`config.mk`:
```
export PLATFORM = sky130hd
export DESIGN_NAME = icache_dm
export DESIGN_NICKNAME = d
export VERILOG_FILES = /design/src/rtl/icache_pkg.sv /design/src/rtl/icache_refill_fsm.sv /design/src/rtl/icache_dm.sv
export SDC_FILE = /design/constraint.sdc
export NUM_CORES = 2
export LEC_CHECK = 0
export ABC_AREA = 0
export BUFFER_PORTS_ARGS = -buffer_cell sky130_fd_sc_hd__buf_4
export CAP_MARGIN = 5
export CORE_ASPECT_RATIO = 1.5
export CORE_MARGIN = 2
export CORE_UTILIZATION = 39
export DETAILED_ROUTE_END_ITERATION = 10
export PLACE_DENSITY_LB_ADDON = 0.05
export SYNTH_ARGS = -nofsm -noshare
export SYNTH_HDL_FRONTEND = slang
export SYNTH_SLANG_ARGS = --single-unit
```
`constraint.sdc`:
```
create_clock -name clock -period 6.6 [get_ports clock]
set_input_delay 0.33 -clock clock [delete_from_list [all_inputs] [get_ports clock]]
set_output_delay 0.33 -clock clock [all_outputs]
set_load 0.02 [all_outputs]
```
`src/rtl/icache_pkg.sv`:
```
// Shared definitions for the direct-mapped instruction cache.
//   fill_state_t : refill FSM state encoding (IDLE=0, REQ=1, FILL=2)
//   NOP          : instruction the F stage may inject while stall=1
//   *_bits()     : address field widths derived from the cache geometry
package icache_pkg;

    typedef enum logic [1:0] {
        IDLE = 2'd0,
        REQ  = 2'd1,
        FILL = 2'd2
    } fill_state_t;

    localparam logic [31:0] NOP = 32'h00000013;

    function automatic int unsigned woff_bits(input int unsigned words_per_line);
        return $clog2(words_per_line);
    endfunction

    function automatic int unsigned idx_bits(input int unsigned num_lines);
        return $clog2(num_lines);
    endfunction

    function automatic int unsigned tag_bits(input int unsigned addr_w,
                                             input int unsigned num_lines,
                                             input int unsigned words_per_line);
        return addr_w - idx_bits(num_lines) - woff_bits(words_per_line) - 2;
    endfunction

endpackage

```
`src/rtl/icache_refill_fsm.sv`:
```
// Line-refill controller for icache_dm.
//   clock, reset         : rising-edge clock, asynchronous active-high reset
//   flush                : invalidate request; poisons an in-flight refill
//   miss, line_addr      : lookup missed in IDLE, and its line-aligned address
//   state                : current FSM state (lookup is only allowed in IDLE)
//   mem_req_valid/addr   : registered line-fill request, held until ready
//   mem_req_ready        : request accepted this cycle
//   mem_resp_valid       : fill beat valid (ignored outside FILL)
//   wr_en, wr_beat       : write strobe and word offset for the incoming beat
//   line_done            : last beat being written (tag update)
//   line_validate        : last beat of an unpoisoned fill (valid-bit set)
module icache_refill_fsm
    import icache_pkg::*;
#(
    parameter  int unsigned ADDR_W         = 32,
    parameter  int unsigned WORDS_PER_LINE = 4,
    localparam int unsigned WOFF_W         = woff_bits(WORDS_PER_LINE)
) (
    input  logic              clock,
    input  logic              reset,
    input  logic              flush,
    input  logic              miss,
    input  logic [ADDR_W-1:0] line_addr,
    input  logic              mem_req_ready,
    input  logic              mem_resp_valid,
    output fill_state_t       state,
    output logic              mem_req_valid,
    output logic [ADDR_W-1:0] mem_req_addr,
    output logic              wr_en,
    output logic [WOFF_W-1:0] wr_beat,
    output logic              line_done,
    output logic              line_validate
);

    localparam logic [WOFF_W-1:0] LAST_BEAT = WOFF_W'(WORDS_PER_LINE - 1);

    logic [WOFF_W-1:0] beat;
    logic              poison;

    assign wr_en         = (state == FILL) & mem_resp_valid;
    assign wr_beat       = beat;
    assign line_done     = wr_en & (beat == LAST_BEAT);
    // A flush landing on the final beat must still win over validation.
    assign line_validate = line_done & ~poison & ~flush;

    always_ff @(posedge clock or posedge reset) begin
        if (reset) begin
            state         <= IDLE;
            beat          <= '0;
            poison        <= 1'b0;
            mem_req_valid <= 1'b0;
            mem_req_addr  <= '0;
        end else begin
            case (state)
                IDLE: begin
                    if (miss) begin
                        mem_req_addr  <= line_addr;
                        mem_req_valid <= 1'b1;
                        state         <= REQ;
                    end
                end
                REQ: begin
                    if (flush) poison <= 1'b1;
                    if (mem_req_ready) begin
                        mem_req_valid <= 1'b0;
                        beat          <= '0;
                        state         <= FILL;
                    end
                end
                FILL: begin
                    if (flush) poison <= 1'b1;
                    if (mem_resp_valid) begin
                        beat <= beat + 1'b1;
                        if (beat == LAST_BEAT) begin
                            poison <= 1'b0;
                            state  <= IDLE;
                        end
                    end
                end
                default: state <= IDLE;
            endcase
        end
    end

endmodule

```
`src/rtl/icache_dm.sv`:
```
// Direct-mapped, read-only instruction cache for the fetch stage.
//   clock, reset       : rising-edge clock, asynchronous active-high reset
//   addr               : fetch byte address (bits [1:0] ignored)
//   flush              : invalidate every line (FENCE.I)
//   instr, hit, stall  : combinational lookup result; instr is 0 on a miss
//   mem_req_*          : line-fill request to next-level memory
//   mem_resp_*         : fill beats, ascending word order
module icache_dm
    import icache_pkg::*;
#(
    parameter int unsigned ADDR_W         = 32,
    parameter int unsigned NUM_LINES      = 16,
    parameter int unsigned WORDS_PER_LINE = 4
) (
    input  logic              clock,
    input  logic              reset,
    input  logic [ADDR_W-1:0] addr,
    input  logic              flush,
    output logic [31:0]       instr,
    output logic              hit,
    output logic              stall,
    output logic              mem_req_valid,
    output logic [ADDR_W-1:0] mem_req_addr,
    input  logic              mem_req_ready,
    input  logic              mem_resp_valid,
    input  logic [31:0]       mem_resp_data
);

    localparam int unsigned WOFF_W  = woff_bits(WORDS_PER_LINE);
    localparam int unsigned IDX_W   = idx_bits(NUM_LINES);
    localparam int unsigned TAG_W   = tag_bits(ADDR_W, NUM_LINES, WORDS_PER_LINE);
    localparam int unsigned IDX_LSB = 2 + WOFF_W;
    localparam int unsigned TAG_LSB = IDX_LSB + IDX_W;

    logic [31:0]      data_mem [NUM_LINES*WORDS_PER_LINE];
    logic [TAG_W-1:0] tag_mem  [NUM_LINES];
    logic [NUM_LINES-1:0] valid;

    fill_state_t       state;
    logic              miss;
    logic              wr_en;
    logic [WOFF_W-1:0] wr_beat;
    logic              line_done;
    logic              line_validate;
    logic              unused_byte_bits;

    logic [WOFF_W-1:0] woff;
    logic [IDX_W-1:0]  idx;
    logic [TAG_W-1:0]  tag;
    logic [IDX_W-1:0]  fill_idx;
    logic [TAG_W-1:0]  fill_tag;
    logic [ADDR_W-1:0] line_addr;

    assign woff             = addr[IDX_LSB-1:2];
    assign idx              = addr[TAG_LSB-1:IDX_LSB];
    assign tag              = addr[ADDR_W-1:TAG_LSB];
    assign unused_byte_bits = ^addr[1:0];
    assign line_addr        = {addr[ADDR_W-1:IDX_LSB], {IDX_LSB{1'b0}}};

    // Refill targets the latched request address, not the live fetch address.
    assign fill_idx = mem_req_addr[TAG_LSB-1:IDX_LSB];
    assign fill_tag = mem_req_addr[ADDR_W-1:TAG_LSB];

    assign hit   = (state == IDLE) & valid[idx] & (tag_mem[idx] == tag) & ~flush;
    assign stall = ~hit;
    assign instr = hit ? data_mem[{idx, woff}] : '0;
    assign miss  = (state == IDLE) & ~hit;

    icache_refill_fsm #(
        .ADDR_W         (ADDR_W),
        .WORDS_PER_LINE (WORDS_PER_LINE)
    ) u_refill (
        .clock          (clock),
        .reset          (reset),
        .flush          (flush),
        .miss           (miss),
        .line_addr      (line_addr),
        .mem_req_ready  (mem_req_ready),
        .mem_resp_valid (mem_resp_valid),
        .state          (state),
        .mem_req_valid  (mem_req_valid),
        .mem_req_addr   (mem_req_addr),
        .wr_en          (wr_en),
        .wr_beat        (wr_beat),
        .line_done      (line_done),
        .line_validate  (line_validate)
    );

    always_ff @(posedge clock) begin
        if (wr_en) data_mem[{fill_idx, wr_beat}] <= mem_resp_data;
        if (line_done) tag_mem[fill_idx] <= fill_tag;
    end

    always_ff @(posedge clock or posedge reset) begin
        if (reset) begin
            valid <= '0;
        end else if (flush) begin
            valid <= '0;
        end else if (line_validate) begin
            valid[fill_idx] <= 1'b1;
        end
    end

endmodule

```
* Word-level counts from Yosys, hierarchy flattened
Memory sizes are Yosys's and may differ from the RTL's. Index checks and enable logic that the tools add are counted.
Word-level totals: flip-flop bits (word level) 50, RAM bits 2432, bits of input ports 69, output and inout port bits 67, word-level logic and storage cells 67, memories kept 2
Memory list:
- data_mem | depth 64, bits a word 32, read ports 1, clocked after Yosys merged registers in 0, wr ports 1, line icache_dm.sv:35 | logic [31:0] data_mem [NUM_LINES*WORDS_PER_LINE];
- tag_mem | depth 16, bits a word 24, read ports 1, clocked after Yosys merged registers in 0, wr ports 1, line icache_dm.sv:36 | logic [TAG_W-1:0] tag_mem [NUM_LINES];
Operators by class: $add $sub $neg 1, order comparisons 3, eq/ne operators 8, muxes and demuxes 26, bitwise logic cells 12, reduce and logical (&&, ||, !) cells 9
Operators with widths (count):
- $mux 16 | 2
- $mux 32 | 1
- $eq 24x24->1 | 1
- $or 16x16->16 | 1
- $mux 2 | 6
- $mux 1 | 11
- $lt 4x5->1 const B | 2
- $and 1x1->1 | 8
- $ne 2x2->1 const B | 4
- $pmux 2 s3 | 1
- $reduce_and 3->1 | 2
- $reduce_bool 2->1 | 3
- $bmux 1 s4 | 1
- $demux 1 s4 | 1
- $eq 2x2->1 const B | 2
- $ge 4x1->1 const B | 1
- $pmux 1 s2 | 2
- $pmux 2 s2 | 1
- $reduce_and 4->1 | 1
- $not 1->1 | 3
- $add 2x1->2 const B | 1
- $eq 2x1->1 const B | 1
- $logic_not 2->1 | 1
- $reduce_and 2->1 | 1
- $logic_and 1x1->1 | 1

* Logic depth before layout (Yosys ltp)
depth in word-level cells 9, depth in mapped cells 16, mapped depth without buffers 9

* Cells and area by module
Synthesis repeated with hierarchy kept, for this count alone.
Second synthesis, totals: cell total of the unflattened synthesis 3920, area, all modules 95680.5 um2
Modules (own cells, without submodules):
- icache_dm | instances 1, cells each 3812, area each 94077.7 um2, sequential area each 73430.4 um2
- icache_refill_fsm | instances 1, cells each 108, area each 1602.8 um2, sequential area each 950.9 um2

* Least setup slack after synthesis
Ideal clock, no wire load.
path kind in2out, from in addr[4], to out instr[14], arrival 3.562 ns, data required time 6.270 ns, setup slack 2.708 ns, stages 13, path buffers 6, cell sequence buf_4 -> buf_6 -> buf_4 -> buf_4 -> mux2i_1 -> o21ai_0 -> nand4b_1 -> or4_4 -> a2111o_1 -> or4_1 -> buf_2 -> buf_6 -> a311oi_2
Between the ends: cells in the longest elaborated chain, start to end 6, elaborated cells on any way between the ends 9, those cells by class eq/ne (1); mux (3); bitwise (3); memory (2)
Ends and longest elaborated chain:
- start, declared | line icache_dm.sv:17 | input logic [ADDR_W-1:0] addr,
- parallel branches: the longest is 5 deep, another holds $mem_v2 16x24
- $mux 32 * | line icache_dm.sv:66 | assign instr = hit ? data_mem[{idx, woff}] : '0;
- end, declared | line icache_dm.sv:19 | output logic [31:0] instr,
Mark *: on every way between the ends. The select of a mux whose other input is x is not followed.

* Worst setup path in the final report
from mem tag_mem[7][9] (netlist name), to out instr[3]
Between the ends: cells in the longest elaborated chain, start to end 5
Ends and longest elaborated chain:
- start, declared | line icache_dm.sv:36
- $mem_v2 16x24
- $eq 24x24->1 | line icache_dm.sv:64 | assign hit = (state == IDLE) & valid[idx] & (tag_mem[idx] == tag) & ~flush;
- $and 1x1->1 (2 in a row) | line icache_dm.sv:64
- $mux 32 | line icache_dm.sv:66
Every way passes these cells.

==> metrics.yaml <==
flow_run:
  cap_violations: 0
route:
  route.detailed.drc: 0
  drt_iter0_drc: 4390
  ant_nets: 0
  post_drt_wl_per_cell_um: 36.8
  vias_per_cell: 5.70
  drt-total-wl_um: 289000
  vias: 44800
  drt-pass1-iter-count: 5
floorplanning:
  core.rowCount: 223
  core-area_um2: 245000
  num_io_pins: 136
  fp.dieW_um: 409
  die_area_um2: 250000
  die_y_um: 611
  start_util_pct: 39.1
setup_path:
  arrival_ns: 5.50
  path_max_fanout: 20
  reg2reg_slack_ns: 2.17
  path_class: "flip-flop to primary output"
  required_ns: 6.27
  crit_path_end_kind: "primary output"
  startpoint_type: "flip-flop"
synthesis:
  synth-seq-cells: 2482
  synth-seq-area-share_pct: 77.4
  ys.flop_type: "edfxtp_1"
  synth-async-reset-ratio_pct: 2.01
  synth-edff-count: 2432
  avgSynthCellArea_um2: 23.7
  synth_warnings: 0
  ys_types: 73
  synth_area_um2: 95900
  synthCells: 4055
sta:
  slew_violations: 0
  rsz0062_at_grt: "no"
  max_freq_mhz: 172
  worst_pin_slew_ns: 1.42
  slew_headroom_pct: 5.35
  fin_skew_ns: 0.0296
  hold_violations: 0
  final.min_clock_period_ns: 5.83
  setup_viol_count_final: 0
  hold-worst-slack_ns: 0.0584
  fin_setup_tns_ns: 0
  layout_setup_ws_ns: 0.771
  fin_crit_sh_pct: 88.3
clock_tree:
  cts_resized: 0
  numCtsBuffers: 242
  cts-root-buf: "clkbuf_16"
  clock_sinks: 2482
  cts_tree: "done"
  clock_latency_ns: 0.89
  clock_path_buffers: 4
  postCtsHoldBufs: 60
  htreeDepth: 4
  post_cts_buffers: 0
  clkSlewWorstSetupHoldPaths_ns: 0.06
power_and_ir_drop:
  p_leak_nw: 34.1
  power_per_cell_area_nw_per_um2: 310
  sequentialPowerShare_pct: 53.7
  combPwrFrac_pct: 7.3
  ir_worst_vdd_uv: 268
  net-switching-power_mw: 7.94
  switching_share_pct: 23.3
  p_int_mw: 26.2
  p_clk_share_pct: 39.0
layout:
  final_cell_mix: "edfxtp_1, mux4_2, buf_4, clkbuf_16, nand2_1"
  drive_gt1_share_pct: 31.7
  post-route-cell-area_um2: 110000
  layout.cells.most_common: "edfxtp_1"
  area_growth_pct: 14.6
  fillers: 20600
  fin_nets: 4496
global_routing:
  grt_pass1_vias: 47500
  gr-total-overflow: 0
  grt_pass1_wl_um: 399000
  antenna_found_initial: 16
  grt_max_degree: 71
  grt_use_total_pct: 23.2
placement:
  dp.final_hpwl_um: 169000
  gp_congestion: 0.816
  dp_slack_ns: 0.841
  io_buffers: 129
  dpl_cell_area_um2: 102000
run_status:
  status: "finished clean"
hold_path:
  min_path_type: "primary input to flip-flop"
[power groups by stage]
| stage | Sequential (mW) | Clock [mW] | Combinational (mW) |
|---|---|---|---|
| floorplan | 18.5 | 0 | 1.26 |
| global placement | 18.6 | 0 | 2.49 |
| detailed placement | 18.7 | 0 | 2.51 |
| CTS | 18.3 | 13.6 | 2.55 |
| global route | 18.4 | 14.2 | 2.62 |
| finish | 18.3 | 13.3 | 2.48 |
[state kept, by name (all words and copies together), names as in the netlist]
| name | flops |
|---|---|
| tag_mem | 384 |
| u_refill.state | 2 |
| u_refill.poison | 1 |
| u_refill.mem_req_valid | 1 |
| u_refill.wr_beat | 2 |
| valid | 16 |
| u_refill.mem_req_addr | 28 |
| data_mem | 2048 |
[stage by stage]
stage                     util (%)  power (mW)  cells
after floorplan                  -        19.8   4058
after global placement        41.6        21.1   7379
after detailed placement      41.6        21.2   7380
after CTS                     44.8        34.5   7855
after global routing          44.8        35.2   7856
final                         44.8        34.1   7859
[cell usage after synthesis, drive strengths merged (3+ instances only)]
cell type	instances	share of area, %
nor2	118	0.46
nand3	18	0.094
nor3b	6	0.047
clkbuf	145	0.57
buf	76	0.50
nand2	94	0.37
xnor2	16	0.15
edfxtp	2432	76
or4	3	0.027
and2	6	0.039
nand3b	3	0.023
mux2i	61	0.64
nand4	6	0.039
ha	5	0.065
a21oi	23	0.12
a2bb2oi	4	0.037
dfrtp	50	1.3
nor3	16	0.083
a22o	11	0.10
o21a	5	0.039
mux4	736	17
a221oi	5	0.046
nor2b	25	0.16
o22ai	10	0.065
a22oi	3	0.023
o21ai	14	0.073
nand4b	5	0.046
a2111oi	7	0.064
nand2b	10	0.065
nor4	4	0.026
and3	17	0.11
o32ai	3	0.027
mux2	33	0.42
xor2	5	0.046
inv	20	0.078
a31oi	5	0.033
a32oi	3	0.027
a311oi	17	0.25
[layout make-up]
type / count / area [um^2] / area share, %
Multi-Input combinational cell: 1334 / 21200 / 19.2
Clock buffer: 302 / 6320 / 5.75
Timing Repair Buffer: 341 / 3000 / 2.73
Antenna cell: 4 / 10.0 / 0.00911
Inverter: 21 / 93.8 / 0.0854
Sequential cell: 2482 / 74300 / 67.6
Clock inverter: 113 / 972 / 0.884
Tap cell: 3262 / 4080 / 3.71
[cell families (layout without fill, tap and decap cells)]
logic type,after synthesis,count (layout),synth area share [%]
flops,2482,2482,77.4
fa+ha+maj,5,5,0.0652
compound gates,132,132,1.11
xor+xnor,21,21,0.192
other cells,1,8,0.00391
buf+inv,242,777,1.15
simple gates,342,342,1.69
mux,830,830,18.3
[routing by layer]
| metal | up-vias | global-route usage (%) | part of all wire (%) |
|---|---|---|---|
| met5 | - | 0 | 0.0052 |
| met4 | 2 | 6.50 | 2.9 |
| met3 | 394 | 2.74 | 4.2 |
| met2 | 1182 | 42.6 | 54 |
| met1 | 25100 | 28.8 | 39 |
| li1 | 18100 | - | - |
[worst paths after layout]
check                           cells past startpoint                         to               from
worst min register to register                      2                   valid[7]           valid[7]
worst min-delay path                                1            data_mem[6][14]  mem_resp_data[14]
worst max-delay path                               10                   instr[3]      tag_mem[7][9]
max in group asynchronous                           4  u_refill.mem_req_addr[11]              reset
min in group asynchronous                           4  u_refill.mem_req_addr[19]              reset
worst max register to register                      6           data_mem[50][18]  u_refill.state[0]
[worst max-delay path, stage by stage, from the launching register on]
cell	delay [ns]
edfxtp_1	0.36
mux4_2	0.48
mux2i_1	0.38
o21ai_0	0.13
nand4b_1	0.36
or4_4	0.60
a2111o_1	0.45
or4_2	0.83
buf_4	0.35
a311oi_2	0.43
buf_4	0.23
Power figures use the tool's default switching activity.
